File: config.mk
export PLATFORM = sky130hd
export DESIGN_NAME = ctrl_decode_stage
export DESIGN_NICKNAME = d
export VERILOG_FILES = /design/src/rtl/ctrl_decode_stage.sv
export SDC_FILE = /design/constraint.sdc
export NUM_CORES = 1
export LEC_CHECK = 0
export CORE_MARGIN = 1
export CORE_UTILIZATION = 44
export CTS_CLUSTER_SIZE = 8
export DETAILED_ROUTE_END_ITERATION = 12
export PLACE_DENSITY = 0.86
export SLEW_MARGIN = 20
export SYNTH_ARGS = -nofsm -noshare
export SYNTH_HDL_FRONTEND = slang
export SYNTH_SLANG_ARGS = --single-unit
File: constraint.sdc
create_clock -name clk -period 3.3 [get_ports clk]
set_input_delay 0.66 -clock clk [delete_from_list [all_inputs] [get_ports clk]]
set_output_delay 0.66 -clock clk [all_outputs]
set_load 0.01 [all_outputs]
File: src/rtl/ctrl_decode_stage.sv
// Control/decode stage: decodes the opcode, resolves branches and registers the result
// behind a valid/ready output register, with a load-use interlock and a flush.
module ctrl_decode_stage #(
    parameter int XLEN           = 32,
    parameter int LOAD_USE_STALL = 1
) (
    input  logic            clk,
    input  logic            rst_n,
    input  logic            flush,
    input  logic            in_valid,
    output logic            in_ready,
    input  logic [6:0]      opcode,
    input  logic [2:0]      funct3,
    input  logic [4:0]      rd,
    input  logic [4:0]      rs1,
    input  logic [4:0]      rs2,
    input  logic [XLEN-1:0] rf1,
    input  logic [XLEN-1:0] rf2,
    output logic            out_valid,
    input  logic            out_ready,
    output logic            mem_read,
    output logic            mem_write,
    output logic            mem_to_reg,
    output logic            reg_wr_en,
    output logic            alu_src,
    output logic            is_branch,
    output logic            is_jump,
    output logic            is_return,
    output logic            branch_taken,
    output logic            jump_taken,
    output logic            signed_imm,
    output logic            illegal,
    output logic [4:0]      out_rd
);

    localparam logic [6:0] OPC_OP      = 7'b0110011;
    localparam logic [6:0] OPC_OP_IMM  = 7'b0010011;
    localparam logic [6:0] OPC_LOAD    = 7'b0000011;
    localparam logic [6:0] OPC_LOAD_FP = 7'b0000111;
    localparam logic [6:0] OPC_STORE   = 7'b0100011;
    localparam logic [6:0] OPC_BRANCH  = 7'b1100011;
    localparam logic [6:0] OPC_JAL     = 7'b1101111;
    localparam logic [6:0] OPC_JALR    = 7'b1100111;
    localparam logic [6:0] OPC_LUI     = 7'b0110111;
    localparam logic [6:0] OPC_AUIPC   = 7'b0010111;
    localparam logic [2:0] STALL_INIT  = 3'(LOAD_USE_STALL);

    typedef struct packed {
        logic mem_read;
        logic mem_write;
        logic mem_to_reg;
        logic reg_wr_en;
        logic alu_src;
        logic is_branch;
        logic is_jump;
        logic is_return;
        logic branch_taken;
        logic jump_taken;
        logic signed_imm;
        logic illegal;
    } ctrl_t;

    typedef enum logic {
        RUN   = 1'b0,
        STALL = 1'b1
    } state_t;

    ctrl_t      ctrl_next;
    ctrl_t      ctrl_reg;
    logic       out_valid_reg;
    logic [4:0] out_rd_reg;
    state_t     state_reg;
    state_t     state_next;
    logic [2:0] cnt_reg;
    logic [2:0] cnt_next;
    logic [4:0] held_rd_reg;
    logic [4:0] held_rd_next;

    logic eq;
    logic lt_s;
    logic lt_u;
    assign eq   = (rf1 == rf2);
    assign lt_s = ($signed(rf1) < $signed(rf2));
    assign lt_u = (rf1 < rf2);

    always_comb begin
        ctrl_next = '0;
        case (opcode)
            OPC_OP: ctrl_next.reg_wr_en = 1'b1;
            OPC_OP_IMM: begin
                ctrl_next.reg_wr_en  = 1'b1;
                ctrl_next.alu_src    = 1'b1;
                ctrl_next.signed_imm = 1'b1;
            end
            OPC_LOAD, OPC_LOAD_FP: begin
                ctrl_next.reg_wr_en  = 1'b1;
                ctrl_next.alu_src    = 1'b1;
                ctrl_next.mem_read   = 1'b1;
                ctrl_next.mem_to_reg = 1'b1;
                ctrl_next.signed_imm = 1'b1;
            end
            OPC_STORE: begin
                ctrl_next.alu_src    = 1'b1;
                ctrl_next.mem_write  = 1'b1;
                ctrl_next.signed_imm = 1'b1;
            end
            OPC_BRANCH: begin
                ctrl_next.is_branch  = 1'b1;
                ctrl_next.signed_imm = 1'b1;
                case (funct3)
                    3'b000:  ctrl_next.branch_taken = eq;
                    3'b001:  ctrl_next.branch_taken = !eq;
                    3'b100:  ctrl_next.branch_taken = lt_s;
                    3'b101:  ctrl_next.branch_taken = !lt_s;
                    3'b110:  ctrl_next.branch_taken = lt_u;
                    3'b111:  ctrl_next.branch_taken = !lt_u;
                    default: ctrl_next.illegal      = 1'b1;
                endcase
            end
            OPC_JAL: begin
                ctrl_next.reg_wr_en  = 1'b1;
                ctrl_next.is_jump    = 1'b1;
                ctrl_next.jump_taken = 1'b1;
            end
            OPC_JALR: begin
                ctrl_next.reg_wr_en  = 1'b1;
                ctrl_next.alu_src    = 1'b1;
                ctrl_next.is_jump    = 1'b1;
                ctrl_next.jump_taken = 1'b1;
                ctrl_next.signed_imm = 1'b1;
                ctrl_next.is_return  = (rd == 5'd0) && (rs1 == 5'd1);
            end
            OPC_LUI, OPC_AUIPC: ctrl_next.reg_wr_en = 1'b1;
            default: ctrl_next.illegal = 1'b1;
        endcase
    end

    // Two hazard producers: a load sitting in the output register, and the load held by the interlock.
    logic            use_rs1;
    logic            use_rs2;
    logic [1:0]      prod_active;
    logic [1:0][4:0] prod_rd;
    logic [1:0]      hit;
    logic            hazard;
    logic            accept;
    logic            load_xfer;

    assign use_rs1 = !((opcode == OPC_JAL) || (opcode == OPC_LUI) || (opcode == OPC_AUIPC));
    assign use_rs2 = (opcode == OPC_OP) || (opcode == OPC_STORE) || (opcode == OPC_BRANCH);

    assign prod_active[0] = out_valid_reg && ctrl_reg.mem_read;
    assign prod_rd[0]     = out_rd_reg;
    assign prod_active[1] = (state_reg == STALL);
    assign prod_rd[1]     = held_rd_reg;

    generate
        for (genvar gi = 0; gi < 2; gi++) begin : g_hazard
            assign hit[gi] = prod_active[gi] && (prod_rd[gi] != 5'd0) &&
                             ((use_rs1 && (rs1 == prod_rd[gi])) ||
                              (use_rs2 && (rs2 == prod_rd[gi])));
        end
    endgenerate

    assign hazard    = |hit;
    assign in_ready  = (!out_valid_reg || out_ready) && !hazard;
    assign accept    = in_valid && in_ready;
    assign load_xfer = out_valid_reg && out_ready && ctrl_reg.mem_read && (out_rd_reg != 5'd0);

    always_ff @(posedge clk) begin
        if (!rst_n || flush) begin
            out_valid_reg <= 1'b0;
            ctrl_reg      <= '0;
            out_rd_reg    <= 5'd0;
        end else if (accept) begin
            out_valid_reg <= 1'b1;
            ctrl_reg      <= ctrl_next;
            out_rd_reg    <= rd;
        end else if (out_ready) begin
            out_valid_reg <= 1'b0;
            ctrl_reg      <= '0;
            out_rd_reg    <= 5'd0;
        end
    end

    // A departing load always reloads the hold register, even mid-stall.
    always_comb begin
        state_next   = state_reg;
        cnt_next     = cnt_reg;
        held_rd_next = held_rd_reg;
        if (load_xfer) begin
            held_rd_next = out_rd_reg;
            cnt_next     = STALL_INIT;
            state_next   = (LOAD_USE_STALL > 0) ? STALL : RUN;
        end else if (state_reg == STALL) begin
            cnt_next = cnt_reg - 3'd1;
            if (cnt_reg == 3'd1) begin
                state_next = RUN;
            end
        end
    end

    always_ff @(posedge clk) begin
        if (!rst_n || flush) begin
            state_reg   <= RUN;
            cnt_reg     <= 3'd0;
            held_rd_reg <= 5'd0;
        end else begin
            state_reg   <= state_next;
            cnt_reg     <= cnt_next;
            held_rd_reg <= held_rd_next;
        end
    end

    assign out_valid    = out_valid_reg;
    assign out_rd       = out_rd_reg;
    assign mem_read     = ctrl_reg.mem_read;
    assign mem_write    = ctrl_reg.mem_write;
    assign mem_to_reg   = ctrl_reg.mem_to_reg;
    assign reg_wr_en    = ctrl_reg.reg_wr_en;
    assign alu_src      = ctrl_reg.alu_src;
    assign is_branch    = ctrl_reg.is_branch;
    assign is_jump      = ctrl_reg.is_jump;
    assign is_return    = ctrl_reg.is_return;
    assign branch_taken = ctrl_reg.branch_taken;
    assign jump_taken   = ctrl_reg.jump_taken;
    assign signed_imm   = ctrl_reg.signed_imm;
    assign illegal      = ctrl_reg.illegal;

endmodule

==> results.sh <==
export IMPL_status="complete, no violations"
export IMPL_grt_pass1_vias=2508
export IMPL_reg2reg_slack_ps=780
export IMPL_cts_sinks=25
export IMPL_final_common_cell="clkdlybuf4s50_1"
export IMPL_r2r_start="out_rd[0]"
export IMPL_post_cts_buffers=0
export IMPL_r2r_cells=7
export IMPL_powerDensity_nw_per_um2=217
export IMPL_htree_levels=1
export IMPL_relSlewSlack_pct=46.8
export IMPL_clock_fmax_mhz=346
export IMPL_switching_share_pct=28.4
export IMPL_grt_setup_unrepaired="false"
export IMPL_path_max_fanout=2
export IMPL_comb_power_share_pct=37.1
export IMPL_worstHoldPathCells=2
export IMPL_rr_endpoint="is_return"
export IMPL_arrival_ps=2230
export IMPL_antenna_found_initial=0
export IMPL_p_int_uw=566
export IMPL_place_congestion=0.933
export IMPL_worstMarginPinSlew_ps=798
export IMPL_area_growth_pct=53.7
export IMPL_yosysWarnings=0
export IMPL_regArea_sq_um=504
export IMPL_hp_class="reg2reg"
export IMPL_synth_edf_count=0
export IMPL_ir_drop_uv=198
export IMPL_holdPathEnd="reg_wr_en"
export IMPL_hold_viol_final=0
export IMPL_setup_violations_final=0
export IMPL_numPortBuffers=112
export IMPL_dieArea_sq_um=5690
export IMPL_routed_wl_mm=7.01
export IMPL_grt_usage_pct=24.4
export IMPL_yosysSeqAreaShare_pct=21.1
export IMPL_cts_root_buf="clkbuf_8"
export IMPL_die_height_um=75.4
export IMPL_antennaDiodeCount=0
export IMPL_cts_clk_slew_worst_paths_ps=90
export IMPL_synthesis_area_sq_um=2370
export IMPL_async_flop_share_pct=0
export IMPL_leakagePower_uw=0.00159
export IMPL_worstSetupStartpointType="input port"
export IMPL_ys_ff_latch=25
export IMPL_worstSetupEndpointType="primary output"
export IMPL_cts_hold_repair_buffers=0
export IMPL_crit_type="in2out"
export IMPL_cts_tree="built"
export IMPL_cts_made_buffers=3
export IMPL_die_w_um=75.4
export IMPL_power_switching_uw=224
export IMPL_dp_hpwl_mm=5.92
export IMPL_nFillCells=425
export IMPL_final_period_utilization_pct=87.5
export IMPL_routedWlPerCell_um=14.4
export IMPL_ys_flop_type="dfxtp_1"
export IMPL_power_frac_seq_pct=39.2
export IMPL_multi_input_area_sq_um=1690
export IMPL_pwr_share_clk_pct=23.7
export IMPL_clock_skew_ps=1.29
export IMPL_synth_cell_types=45
export IMPL_drt_iter0_drc=131
export IMPL_syn_area_per_cell_sq_um=7.85
export IMPL_drive_above_1_share_pct=4.56
export IMPL_synth_nets=430
export IMPL_ant_nets=0
export IMPL_utilization_pct=70.9
export IMPL_viasPerCell=5.37
export IMPL_route_detailed_drc=0
export IMPL_dr_pass1_iters=5
export IMPL_final_cell_mix="clkdlybuf4s50_1 (111), inv_1 (39), ha_1 (34)"
export IMPL_via_count=2615
export IMPL_min_period_ps=2890
export IMPL_syn_inst=302
export IMPL_worst_endpoint_required_ps=2640
export IMPL_io_pins=113
export IMPL_cts_path_max_buffers=2
export IMPL_ctsResizeCount=0
export IMPL_min_from="reg_wr_en"
export IMPL_grt_max_degree=21
export IMPL_tns_ps=0
export IMPL_overflow=0
export IMPL_nets=546
export IMPL_coreArea_sq_um=5140
export IMPL_start_util_pct=46.1
export IMPL_drv_cap=0
export IMPL_grt_pass1_wl_mm=10.7
export IMPL_slew_viol_final=0
export IMPL_clk_latency_ps=270
export IMPL_rows=26
==> cell type report <==
class,count,share of cell area (%)
Clock buffer,4,1.24
Inverter,39,4.02
Multi-Input combinational cell,230,46.2
Sequential cell,25,13.8
Tap cell,70,2.40
Timing Repair Buffer,119,32.3
==> cell usage after synthesis (all sizes together) (2+ instances only) <==
library cell  instances  area, sq um
xnor2                13          114
nor2                 23         86.3
nor2b                10         62.6
o211ai                2         20.0
or4                   2         15.0
nand3b                8         60.1
nand4b                3         32.5
o21a                  2         15.0
o31ai                 2         15.0
or2                   2         12.5
nand2b                4         25.0
or3                   3         18.8
dfxtp                25          500
nand3                 9         45.0
nand2                18         67.6
nor4                  9         56.3
clkbuf                5         18.8
a2111oi               2         17.5
nor3b                 2         15.0
nand4                10         62.6
inv                  39          146
xor2                 11         96.3
a21oi                23          115
buf                   3         22.5
o21ai                10         50.0
ha                   34          425
and3b                 2         17.5
mux2i                12          120
==> critical path: stages <==
cell and delay [ps]:
clkdlybuf4s50_1 510, xnor2_1 130, nand3_1 90, nor4_1 300, o2111ai_1 210, nand2_1 100, nor2_1 50, dlymetal6s2s_1 160
==> metal layers <==
layer	vias to the layer above	track usage [%]	wire, um
met1	1203	25.8	2820
met5	-	0	0
met4	0	7.61	180
met3	18	3.17	502
li1	1295	-	-
met2	99	49.2	3500
==> per-stage QoR <==
stage	total power, uW	instances	setup slack, ps	instance area (sq um)	hold WS, ps
floorplan	440	302	960	2370	456
global placement	597	483	128	3590	468
detailed placement	608	483	99.7	3590	484
CTS	788	487	88.1	3640	495
global route	836	487	273	3640	518
finish	790	487	412	3640	493
==> power by group through the flow <==
stage | clock (uW) | sequential [uW] | combinational [uW]
6_report | 187 | 310 | 293
5_1_grt | 203 | 310 | 324
4_1_cts | 186 | 309 | 293
3_5_place_dp | 0 | 316 | 291
3_3_place_gp | 0 | 316 | 280
2_1_floorplan | 0 | 317 | 123
==> worst max-delay path by stage <==
stage | from | endpoint | slack (ps) | cells past startpoint
after floorplan | rf2[1] | branch_taken | 960 | 9
after global placement | opcode[1] | in_ready | 130 | 8
after detailed placement | opcode[1] | in_ready | 100 | 8
after CTS | out_rd[0] | in_ready | 90 | 7
after global routing | rs2[2] | in_ready | 270 | 8
final | rs2[3] | in_ready | 410 | 8
==> kinds of logic (layout without fill, tap and decap cells) <==
logic type / count (synthesis) / in the layout / synth area share [%]
AO/OA/AOI/OAI: 52 / 52 / 13.7
adder cells (fa/ha/maj): 35 / 35 / 18.4
flip-flops: 25 / 25 / 21.1
XOR/XNOR: 24 / 24 / 8.87
buffers and inverters: 47 / 162 / 7.92
multiplexers: 12 / 12 / 5.07
AND/OR/NAND/NOR: 107 / 107 / 25.0
Note: power is estimated with default switching activity, not from simulation.
